==> src/rtl/ntt_host_sequencer.sv <==
// Job-level initiator for the NTT core: loads one polynomial, runs one instruction,
// and streams one polynomial back through a small credit-gated read FIFO.
module ntt_host_sequencer #(
  parameter int LOGN        = 10,
  parameter int LOGQ        = 32,
  parameter int LOG_POLY    = 2,
  parameter int RD_LAT      = 2,
  parameter int LOG_COMMAND = 8
) (
  input  logic                   clk,
  input  logic                   rst_n,
  input  logic                   job_valid,
  output logic                   job_ready,
  input  logic [31:0]            job_cfg,
  input  logic [LOGQ-1:0]        job_q,
  input  logic [LOGQ-1:0]        job_mont,
  input  logic                   job_load_en,
  input  logic                   job_unload_en,
  input  logic [LOG_POLY-1:0]    job_load_poly,
  input  logic [LOG_POLY-1:0]    job_unload_poly,
  input  logic                   in_valid,
  output logic                   in_ready,
  input  logic [LOGQ-1:0]        in_data,
  output logic                   out_valid,
  input  logic                   out_ready,
  output logic [LOGQ-1:0]        out_data,
  output logic                   busy,
  output logic [19:0]            address_ext,
  output logic [63:0]            dina_ext,
  output logic [31:0]            dina2_ext,
  output logic [63:0]            dina3_ext,
  output logic                   wea_ext,
  input  logic [63:0]            doutb_ext,
  output logic [LOG_COMMAND-1:0] command_in,
  output logic                   command_we,
  input  logic                   done_ins_computation,
  output logic                   grant_ext_io
);

  localparam int N     = 1 << LOGN;
  localparam int AW    = LOG_POLY + LOGN;
  localparam int DEPTH = RD_LAT + 1;
  localparam int CW    = $clog2(DEPTH + RD_LAT + 1);
  localparam int PW    = (DEPTH > 1) ? $clog2(DEPTH) : 1;

  typedef enum logic [2:0] {
    S_IDLE, S_LOAD, S_ARM, S_RUN, S_WAIT, S_DISARM, S_UNLOAD, S_DRAIN
  } state_e;

  state_e              state_q, state_d;
  logic [LOGN:0]       idx_q, idx_d;
  logic [31:0]         cfg_q;
  logic [LOGQ-1:0]     modq_q, mont_q;
  logic                unloadEn_q, grant_q;
  logic [LOG_POLY-1:0] loadPoly_q, unloadPoly_q;
  logic [RD_LAT-1:0]   rdPipe_q;
  logic [LOGQ-1:0]     fifoMem_q [DEPTH];
  logic [PW-1:0]       wrPtr_q, rdPtr_q;
  logic [CW-1:0]       count_q, inflight, occupancy;
  logic                accept, loadBeat, issue, push, pop, lastIdx;
  logic [AW-1:0]       addrRaw;
  logic                unusedDoutbHi;

  assign unusedDoutbHi = ^doutb_ext[63:LOGQ];

  assign accept   = job_valid && job_ready;
  assign loadBeat = (state_q == S_LOAD) && in_valid;
  assign lastIdx  = (idx_q == (LOGN+1)'(N - 1));
  assign push     = rdPipe_q[RD_LAT-1];
  assign pop      = out_valid && out_ready;

  always_comb begin
    inflight = '0;
    for (int i = 0; i < RD_LAT; i++) inflight = inflight + CW'(rdPipe_q[i]);
  end

  // The word leaving the FIFO this cycle frees its slot, which keeps unload at full rate.
  assign occupancy = count_q + inflight - CW'(pop);
  assign issue     = (state_q == S_UNLOAD) && (occupancy < CW'(DEPTH));

  always_ff @(posedge clk or negedge rst_n) begin
    if (!rst_n) begin
      state_q      <= S_IDLE;
      idx_q        <= '0;
      cfg_q        <= '0;
      modq_q       <= '0;
      mont_q       <= '0;
      unloadEn_q   <= 1'b0;
      loadPoly_q   <= '0;
      unloadPoly_q <= '0;
      grant_q      <= 1'b0;
    end else begin
      state_q <= state_d;
      idx_q   <= idx_d;
      grant_q <= 1'b1;
      if (accept) begin
        cfg_q        <= job_cfg;
        modq_q       <= job_q;
        mont_q       <= job_mont;
        unloadEn_q   <= job_unload_en;
        loadPoly_q   <= job_load_poly;
        unloadPoly_q <= job_unload_poly;
      end
    end
  end

  always_comb begin
    state_d = state_q;
    idx_d   = idx_q;
    case (state_q)
      S_IDLE: if (accept) begin
        state_d = job_load_en ? S_LOAD : S_ARM;
        idx_d   = '0;
      end
      S_LOAD: if (loadBeat) begin
        idx_d = idx_q + 1'b1;
        if (lastIdx) state_d = S_ARM;
      end
      S_ARM:  state_d = S_RUN;
      S_RUN:  state_d = S_WAIT;
      S_WAIT: if (done_ins_computation) state_d = S_DISARM;
      S_DISARM: begin
        state_d = unloadEn_q ? S_UNLOAD : S_IDLE;
        idx_d   = '0;
      end
      S_UNLOAD: if (issue) begin
        idx_d = idx_q + 1'b1;
        if (lastIdx) state_d = S_DRAIN;
      end
      S_DRAIN: if (inflight == '0 && count_q == '0) state_d = S_IDLE;
      default: state_d = S_IDLE;
    endcase
  end

  always_comb begin
    job_ready  = (state_q == S_IDLE) && grant_q;
    busy       = (state_q != S_IDLE);
    in_ready   = (state_q == S_LOAD);
    wea_ext    = loadBeat;
    command_we = (state_q == S_RUN) || (state_q == S_DISARM);
    command_in = (state_q == S_RUN) ? LOG_COMMAND'(8'h80) : '0;
    addrRaw    = '0;
    if (state_q == S_LOAD)   addrRaw = {loadPoly_q, idx_q[LOGN-1:0]};
    if (state_q == S_UNLOAD) addrRaw = {unloadPoly_q, idx_q[LOGN-1:0]};
    address_ext = 20'(addrRaw);
    dina_ext    = (state_q == S_LOAD) ? 64'(in_data) : 64'(modq_q);
    dina2_ext   = cfg_q;
    dina3_ext   = 64'(mont_q);
  end

  assign grant_ext_io = grant_q;
  assign out_valid    = (count_q != '0);
  assign out_data     = fifoMem_q[rdPtr_q];

  always_ff @(posedge clk or negedge rst_n) begin
    if (!rst_n) begin
      rdPipe_q <= '0;
      wrPtr_q  <= '0;
      rdPtr_q  <= '0;
      count_q  <= '0;
    end else begin
      rdPipe_q[0] <= issue;
      for (int i = 1; i < RD_LAT; i++) rdPipe_q[i] <= rdPipe_q[i-1];
      if (push) wrPtr_q <= (wrPtr_q == PW'(DEPTH - 1)) ? '0 : wrPtr_q + 1'b1;
      if (pop)  rdPtr_q <= (rdPtr_q == PW'(DEPTH - 1)) ? '0 : rdPtr_q + 1'b1;
      count_q <= count_q + CW'(push) - CW'(pop);
    end
  end

  always_ff @(posedge clk) begin
    if (push) fifoMem_q[wrPtr_q] <= doutb_ext[LOGQ-1:0];
  end

endmodule

==> config.mk <==
export PLATFORM = sky130hd
export DESIGN_NAME = ntt_host_sequencer
export DESIGN_NICKNAME = d
export VERILOG_FILES = /design/src/rtl/ntt_host_sequencer.sv
export SDC_FILE = /design/constraint.sdc
export NUM_CORES = 1
export LEC_CHECK = 0
export CORE_MARGIN = 5
export CORE_UTILIZATION = 25
export CTS_BUF_LIST = sky130_fd_sc_hd__clkbuf_8
export DETAILED_ROUTE_END_ITERATION = 8
export PLACE_DENSITY_LB_ADDON = 0.25
export RECOVER_POWER = 25
export SYNTH_ARGS = -nofsm -noshare
export SYNTH_HDL_FRONTEND = slang
export SYNTH_SLANG_ARGS = --single-unit
==> constraint.sdc <==
create_clock -name clk -period 8.5 [get_ports clk]
set_clock_uncertainty 0.05 [all_clocks]
set_input_delay 1.275 -clock clk [delete_from_list [all_inputs] [get_ports clk]]
set_output_delay 1.275 -clock clk [all_outputs]
set_load 0.01 [all_outputs]
==> results of run 1 <==
## routing by layer
layer / vias to the layer above / global-route usage / wire [um]
li1: 3077 / - / -
met1: 3155 / 0.1502 / 11580
met2: 282 / 0.1816 / 12140
met3: 45 / 0.06682 / 3454
met4: 4 / 0.04073 / 574
met5: - / 0 / 27
## cell usage after synthesis (4+ instances only)
| cell type | count | area share |
|---|---|---|
| mux2i_1 | 35 | 0.035 |
| dfrtp_1 | 125 | 0.31 |
| buf_4 | 82 | 0.062 |
| clkbuf_1 | 9 | 0.0034 |
| a22oi_1 | 5 | 0.0038 |
| nand3_1 | 9 | 0.0045 |
| mux2_2 | 43 | 0.049 |
| mux2_1 | 90 | 0.10 |
| o21ai_0 | 36 | 0.018 |
| buf_2 | 10 | 0.0050 |
| edfxtp_1 | 96 | 0.29 |
| nand4_1 | 4 | 0.0025 |
| buf_6 | 10 | 0.011 |
| nor2_1 | 7 | 0.0026 |
| o22ai_1 | 4 | 0.0025 |
| nand2b_1 | 4 | 0.0025 |
| xnor2_1 | 4 | 0.0035 |
| and2_1 | 14 | 0.0088 |
| ha_1 | 8 | 0.010 |
| inv_1 | 25 | 0.0094 |
| nand2_1 | 47 | 0.018 |
## power by group through the flow
| stage | Clock, mW | Combinational, mW | Sequential [mW] |
|---|---|---|---|
| after floorplan | 0 | 0.987 | 1.66 |
| after global placement | 0 | 1.97 | 1.72 |
| after detailed placement | 0 | 1.97 | 1.73 |
| after CTS | 1.06 | 1.98 | 1.72 |
| after global routing | 1.11 | 2.11 | 1.76 |
| final | 1.00 | 1.94 | 1.71 |
## cell type report
cell class	instances	share of cell area
flip-flops and latches	221	0.4241
multi-input cells	439	0.2382
repair buffers	325	0.2279
clock buffers	50	0.04853
well taps	525	0.04633
clock inverters	25	0.008030
inverters	25	0.006618
diodes	2	0.0003530
## flip-flops by register name, summed over array words and instances (netlist names), 2 cells and up
signal,flops
state_q,3
modq_q,32
rdPtr_q,2
wrPtr_q,2
idx_q,11
count_q,3
fifoMem_q,96
mont_q,32
loadPoly_q,2
rdPipe_q,2
unloadPoly_q,2
dina2_ext,32
## through the flow
| step | setup slack [ps] | cells | hold WS (ps) |
|---|---|---|---|
| 6_report | 3445 | 1612 | 352.5 |
| 5_1_grt | 2423 | 1610 | 382.3 |
| 4_1_cts | 3786 | 1610 | 356.6 |
| 3_5_place_dp | 4204 | 1535 | 342.5 |
| 3_3_place_gp | 4221 | 1535 | 341.8 |
| 2_1_floorplan | 5129 | 796 | 329.8 |
## worst reg2reg max path, stage by stage (launching register included)
cell       delay, ps
dfrtp_1          430
or3_1            460
nand2_1          140
inv_1             90
ha_1             280
inv_1             40
ha_1             180
fa_1             370
xnor3_1          230
nand3_1          420
a2111oi_2        490
mux2i_1          220
## how the worst max path moves through the flow
stage	startpoint	endpoint	slack [ps]	depth (start not counted)
floorplan	rdPipe_q[1]	fifoMem_q[2][0]	5130	2
global placement	job_valid	loadPoly_q[1]	4220	5
detailed placement	job_valid	mont_q[3]	4200	5
CTS	state_q[2]	address_ext[9]	3790	5
global route	rst_n	rdPtr_q[1]	2420	1
finish	rst_n	rdPtr_q[0]	3450	1
## kinds of logic after synthesis
group           share of synthesized area
flops                              0.6024
mux                                0.1852
buf+inv                           0.09078
simple gates                      0.05154
compound gates                    0.04953
fa+ha+maj                         0.01404
xor+xnor                         0.005768
other cells                     0.0007526
==> impl_metrics.env, run 1 <==
export IMPL_p_int_mw=3.082
export IMPL_hold_depth=0
export IMPL_max_freq_mhz=197.8
export IMPL_post_route_util=0.3577
export IMPL_first_iter_violations=203
export IMPL_worstRegToRegCells=11
export IMPL_grt_total_usage=0.1218
export IMPL_synthCells=718
export IMPL_setup_viol=0
export IMPL_cts_root_buf="clkbuf_8"
export IMPL_synth_cell_types=54
export IMPL_numCtsBuffers=42
export IMPL_route_vias_total=6563
export IMPL_reg2reg_to="idx_q[9]"
export IMPL_worst_slew_pin_slew_ps=4344
export IMPL_grt_setup_unrepaired="no"
export IMPL_overflow=0
export IMPL_first_global_vias=6900
export IMPL_timing_slew_headroom=-1.896
export IMPL_clk_pin_slew_worst_paths_ps=60
export IMPL_setup_tns_ps=0
export IMPL_cpLargestDelayFamily="buffers and inverters"
export IMPL_fin_area_um2=14180
export IMPL_p_switching_mw=1.564
export IMPL_status="finished with violations"
export IMPL_synthesis_area_um2=9978
export IMPL_antenna_found_initial=3
export IMPL_wirelength_um=27780
export IMPL_critPathMaxFanout=76
export IMPL_postCtsSetupRepairBufs=0
export IMPL_detail_route_wl_per_cell_um=17.23
export IMPL_comb_power_share=0.417
export IMPL_multi_input_area_um2=3377
export IMPL_slowest_delay_ps=2980
export IMPL_io_buffers=319
export IMPL_maxCapViolCount=1
export IMPL_grt_max_degree=77
export IMPL_power_density_nw_per_um2=327.7
export IMPL_clkLatencyLatePin_ps=570
export IMPL_grt_pass1_wl_um=41680
export IMPL_hold_buffers=0
export IMPL_via_per_inst=4.071
export IMPL_hp_start="rdPipe_q[0]"
export IMPL_final_nets=1268
export IMPL_synthToLayoutAreaGrowth_pct=42.11
export IMPL_finalCritPeriodShare=0.5947
export IMPL_cp_cell_sequence="clkbuf_1"
export IMPL_h_tree_depth=2
export IMPL_layout_commonest_cell="clkdlybuf4s50_1"
export IMPL_path_class="in2async"
export IMPL_critPathCaptureType="asynchronous set/reset pin"
export IMPL_avgSynthCellArea_um2=13.90
export IMPL_ys_ff_latch=221
export IMPL_seq_area_frac_synth=0.6024
export IMPL_num_rows=73
export IMPL_leakagePower_nw=5.665
export IMPL_core_um2=39640
export IMPL_synth_main_ff_cell="dfrtp_1"
export IMPL_cts_resized_gates=0
export IMPL_slew_violations=77
export IMPL_layout_min_cycle_time_ps=5055
export IMPL_final_cell_mix="clkdlybuf4s50_1 (294), dfrtp_1 (123), edfxtp_1 (96)"
export IMPL_cts_tree="done"
export IMPL_worst_hold_path_type="reg2reg"
export IMPL_cp_required_ps=7770
export IMPL_hpwl_um=19450
export IMPL_crit_slowest_cell="clkbuf_1"
export IMPL_reg2reg_slack_ps=5010
export IMPL_finalHoldViolCount=0
export IMPL_dr_pass1_iters=4
export IMPL_ant_nets=0
export IMPL_gp_congestion=0.7358
export IMPL_seqCellArea_um2=6013
export IMPL_ir_drop_mv=0.2158
export IMPL_cts_sink_count=221
export IMPL_arrival_ps=4320
export IMPL_p_clk_frac=0.215
export IMPL_post_route_drc_count=0
export IMPL_die_area_um2=44010
export IMPL_io_pin_count=431
export IMPL_power_mw=4.646
export IMPL_start_util=0.2517
export IMPL_dieHeight_um=209.8
export IMPL_hold_path_end="rdPipe_q[1]"
export IMPL_synth_edff_count=96
export IMPL_violations="max-capacitance violations, max-slew violations"
export IMPL_cp_num_buf_inv=1
export IMPL_post_dp_cell_area_um2=13390
export IMPL_chipWidth_um=209.8
export IMPL_ys_async_sr_fraction=0.5656
export IMPL_fill_cells=3910
export IMPL_power_frac_seq=0.368
export IMPL_yosys_warnings=0
export IMPL_clockBufferDepth=3
export IMPL_p_sw_frac=0.3366
export IMPL_r2r_start="count_q[1]"
export IMPL_start_kind="input port"
export IMPL_drive_above_1_share=0.1143
No activity file was read; power rests on OpenSTA's default activity.
==> inputs of run 2 (changes only) <==
==> constraint.sdc (replaced) <==
create_clock -name clk -period 4.1 [get_ports clk]
set_clock_uncertainty 0.05 [all_clocks]
set_input_delay 0.615 -clock clk [delete_from_list [all_inputs] [get_ports clk]]
set_output_delay 0.615 -clock clk [all_outputs]
set_load 0.01 [all_outputs]
==> run 2 against run 1 <==
Effect of this change:
- the flow still finishes with violations (max-capacitance violations, max-slew violations)
- global-route usage increased by 0.13 points
- first-iteration DRC count down 22%
- clock power is 110% higher
- combinational power grew 110%
- largest power group unchanged
==> impl_metrics.env, run 2 (synthesis results as in run 1) <==
export IMPL_cts_tree="done"
export IMPL_setup_tns_ps=0
export IMPL_die_area_um2=44010
export IMPL_grt_setup_unrepaired="no"
export IMPL_grt_total_usage=0.1231
export IMPL_num_rows=73
export IMPL_detail_route_wl_per_cell_um=17.17
export IMPL_fin_cells=1617
export IMPL_r2r_start="count_q[1]"
export IMPL_hold_buffers=0
export IMPL_cts_sink_count=221
export IMPL_slew_violations=83
export IMPL_grt_pass1_wl_um=42120
export IMPL_drive_above_1_share=0.1192
export IMPL_dieHeight_um=209.8
export IMPL_overflow=0
export IMPL_dp_cells=1543
export IMPL_cts_resized_gates=0
export IMPL_finalCritPeriodShare=0.8661
export IMPL_first_iter_violations=158
export IMPL_p_clk_frac=0.212
export IMPL_h_tree_depth=2
export IMPL_top_register="fifoMem_q"
export IMPL_seqCellArea_um2=6013
export IMPL_reg2reg_slack_ps=800
export IMPL_dr_pass1_iters=4
export IMPL_cp_num_buf_inv=1
export IMPL_antenna_found_initial=4
export IMPL_worstRegToRegCells=11
export IMPL_cts_root_buf="clkbuf_8"
export IMPL_setup_viol=0
export IMPL_grt_max_degree=83
export IMPL_io_buffers=319
export IMPL_clkLatencyLatePin_ps=570
export IMPL_hpwl_um=20040
export IMPL_slowest_delay_ps=590
export IMPL_p_int_mw=6.430
export IMPL_layout_commonest_cell="clkdlybuf4s50_1"
export IMPL_cp_cell_sequence="and3b_1, or2_1, and2_1, clkdlybuf4s50_1"
export IMPL_via_per_inst=4.066
export IMPL_post_dp_cell_area_um2=13480
export IMPL_path_class="reg2out"
export IMPL_route_vias_total=6575
export IMPL_maxCapViolCount=1
export IMPL_largest_reg_flops=96
export IMPL_wirelength_um=27760
export IMPL_io_pin_count=431
export IMPL_start_kind="flip-flop"
export IMPL_core_um2=39640
export IMPL_worst_hold_path_type="reg2reg"
export IMPL_first_global_vias=6895
export IMPL_p_sw_frac=0.3347
export IMPL_gp_congestion=0.7307
export IMPL_postCtsSetupRepairBufs=0
export IMPL_power_density_nw_per_um2=677.4
export IMPL_start_util=0.2517
export IMPL_violations="max-capacitance violations, max-slew violations"
export IMPL_ant_nets=0
export IMPL_multi_input_area_um2=3382
export IMPL_power_frac_seq=0.359
export IMPL_arrival_ps=2890
export IMPL_hold_depth=0
export IMPL_cp_required_ps=3430
export IMPL_hp_start="rdPipe_q[0]"
export IMPL_reg2reg_to="idx_q[9]"
export IMPL_comb_power_share=0.429
export IMPL_final_nets=1277
export IMPL_numCtsBuffers=43
export IMPL_clk_pin_slew_worst_paths_ps=60
export IMPL_status="finished with violations"
export IMPL_p_switching_mw=3.235
export IMPL_critPathCaptureType="primary output"
export IMPL_fin_area_um2=14270
export IMPL_layout_min_cycle_time_ps=3551
export IMPL_finalHoldViolCount=0
export IMPL_ir_drop_mv=0.3421
export IMPL_max_freq_mhz=281.6
export IMPL_fill_cells=3915
export IMPL_cpLargestDelayFamily="simple AND/OR/NAND/NOR gates"
export IMPL_clockBufferDepth=3
export IMPL_post_route_util=0.3599
export IMPL_crit_slowest_cell="clkdlybuf4s50_1"
export IMPL_final_cell_mix="clkdlybuf4s50_1 (286), dfrtp_1 (123), edfxtp_1 (96)"
export IMPL_critPathMaxFanout=19
export IMPL_leakagePower_nw=5.717
export IMPL_power_mw=9.665
export IMPL_worst_slew_pin_slew_ps=2202
export IMPL_chipWidth_um=209.8
export IMPL_hold_path_end="rdPipe_q[1]"
export IMPL_post_route_drc_count=0
export IMPL_synthToLayoutAreaGrowth_pct=42.97
export IMPL_timing_slew_headroom=-0.4683
==> run 2: changes by cell type in the layout (fill, tap and decap cells not counted), moves of 2 or more <==
cell             delta
clkinv_2            -2
clkdlybuf4s50_1     -8
dlygate4sd3_1       +8
buf_4               +5
buf_12              +3
clkbuf_8            -3
inv_1               +3
==> run 2: cell type report <==
type	count	share of cell area
antenna	1	0.0001754
clock buffer	47	0.04534
clock inverter	26	0.009823
inverter	25	0.006578
multi-input combinational	439	0.2371
sequential	221	0.4215
tap	525	0.04604
timing repair buffer	333	0.2335
==> run 2: per-layer routing <==
metal	GRT usage	wire length, um
met5	0	29
met1	0.1509	11590
met4	0.03938	553
met3	0.07160	3527
met2	0.1826	12060
==> run 2: how the worst max path moves through the flow <==
stage / depth (start not counted) / start / to / slack [ps]
global placement: 11 / out_ready / idx_q[9] / 690
global route: 4 / state_q[0] / address_ext[9] / 290
detailed placement: 11 / out_ready / idx_q[9] / 650
floorplan: 2 / rdPipe_q[1] / fifoMem_q[2][0] / 730
CTS: 4 / state_q[0] / address_ext[9] / 380
finish: 4 / state_q[1] / address_ext[9] / 550
==> run 2: per-stage QoR <==
stage / setup slack [ps] / hold WS (ps)
floorplan: 728.5 / 269.4
global placement: 689.0 / 341.0
detailed placement: 650.1 / 352.1
CTS: 378.2 / 17.63
global route: 290.2 / 367.6
finish: 549.0 / 370.4
==> run 2: power groups by stage <==
stage	logic [mW]	clock network (mW)	registers (mW)
after global routing	4.52	2.28	3.57
final	4.14	2.05	3.47
after floorplan	2.05	0	3.45
after global placement	4.21	0	3.49
after detailed placement	4.21	0	3.51
after CTS	4.24	2.17	3.49
==> run 2: worst register-to-register path: stages, from the launching register on <==
cell       delay, ps
dfrtp_1          430
or3_1            460
nand2_1          140
inv_1             90
ha_1             280
inv_1             40
ha_1             180
fa_1             370
xnor3_1          240
nand3_1          290
a2111oi_2        440
mux2i_1          220
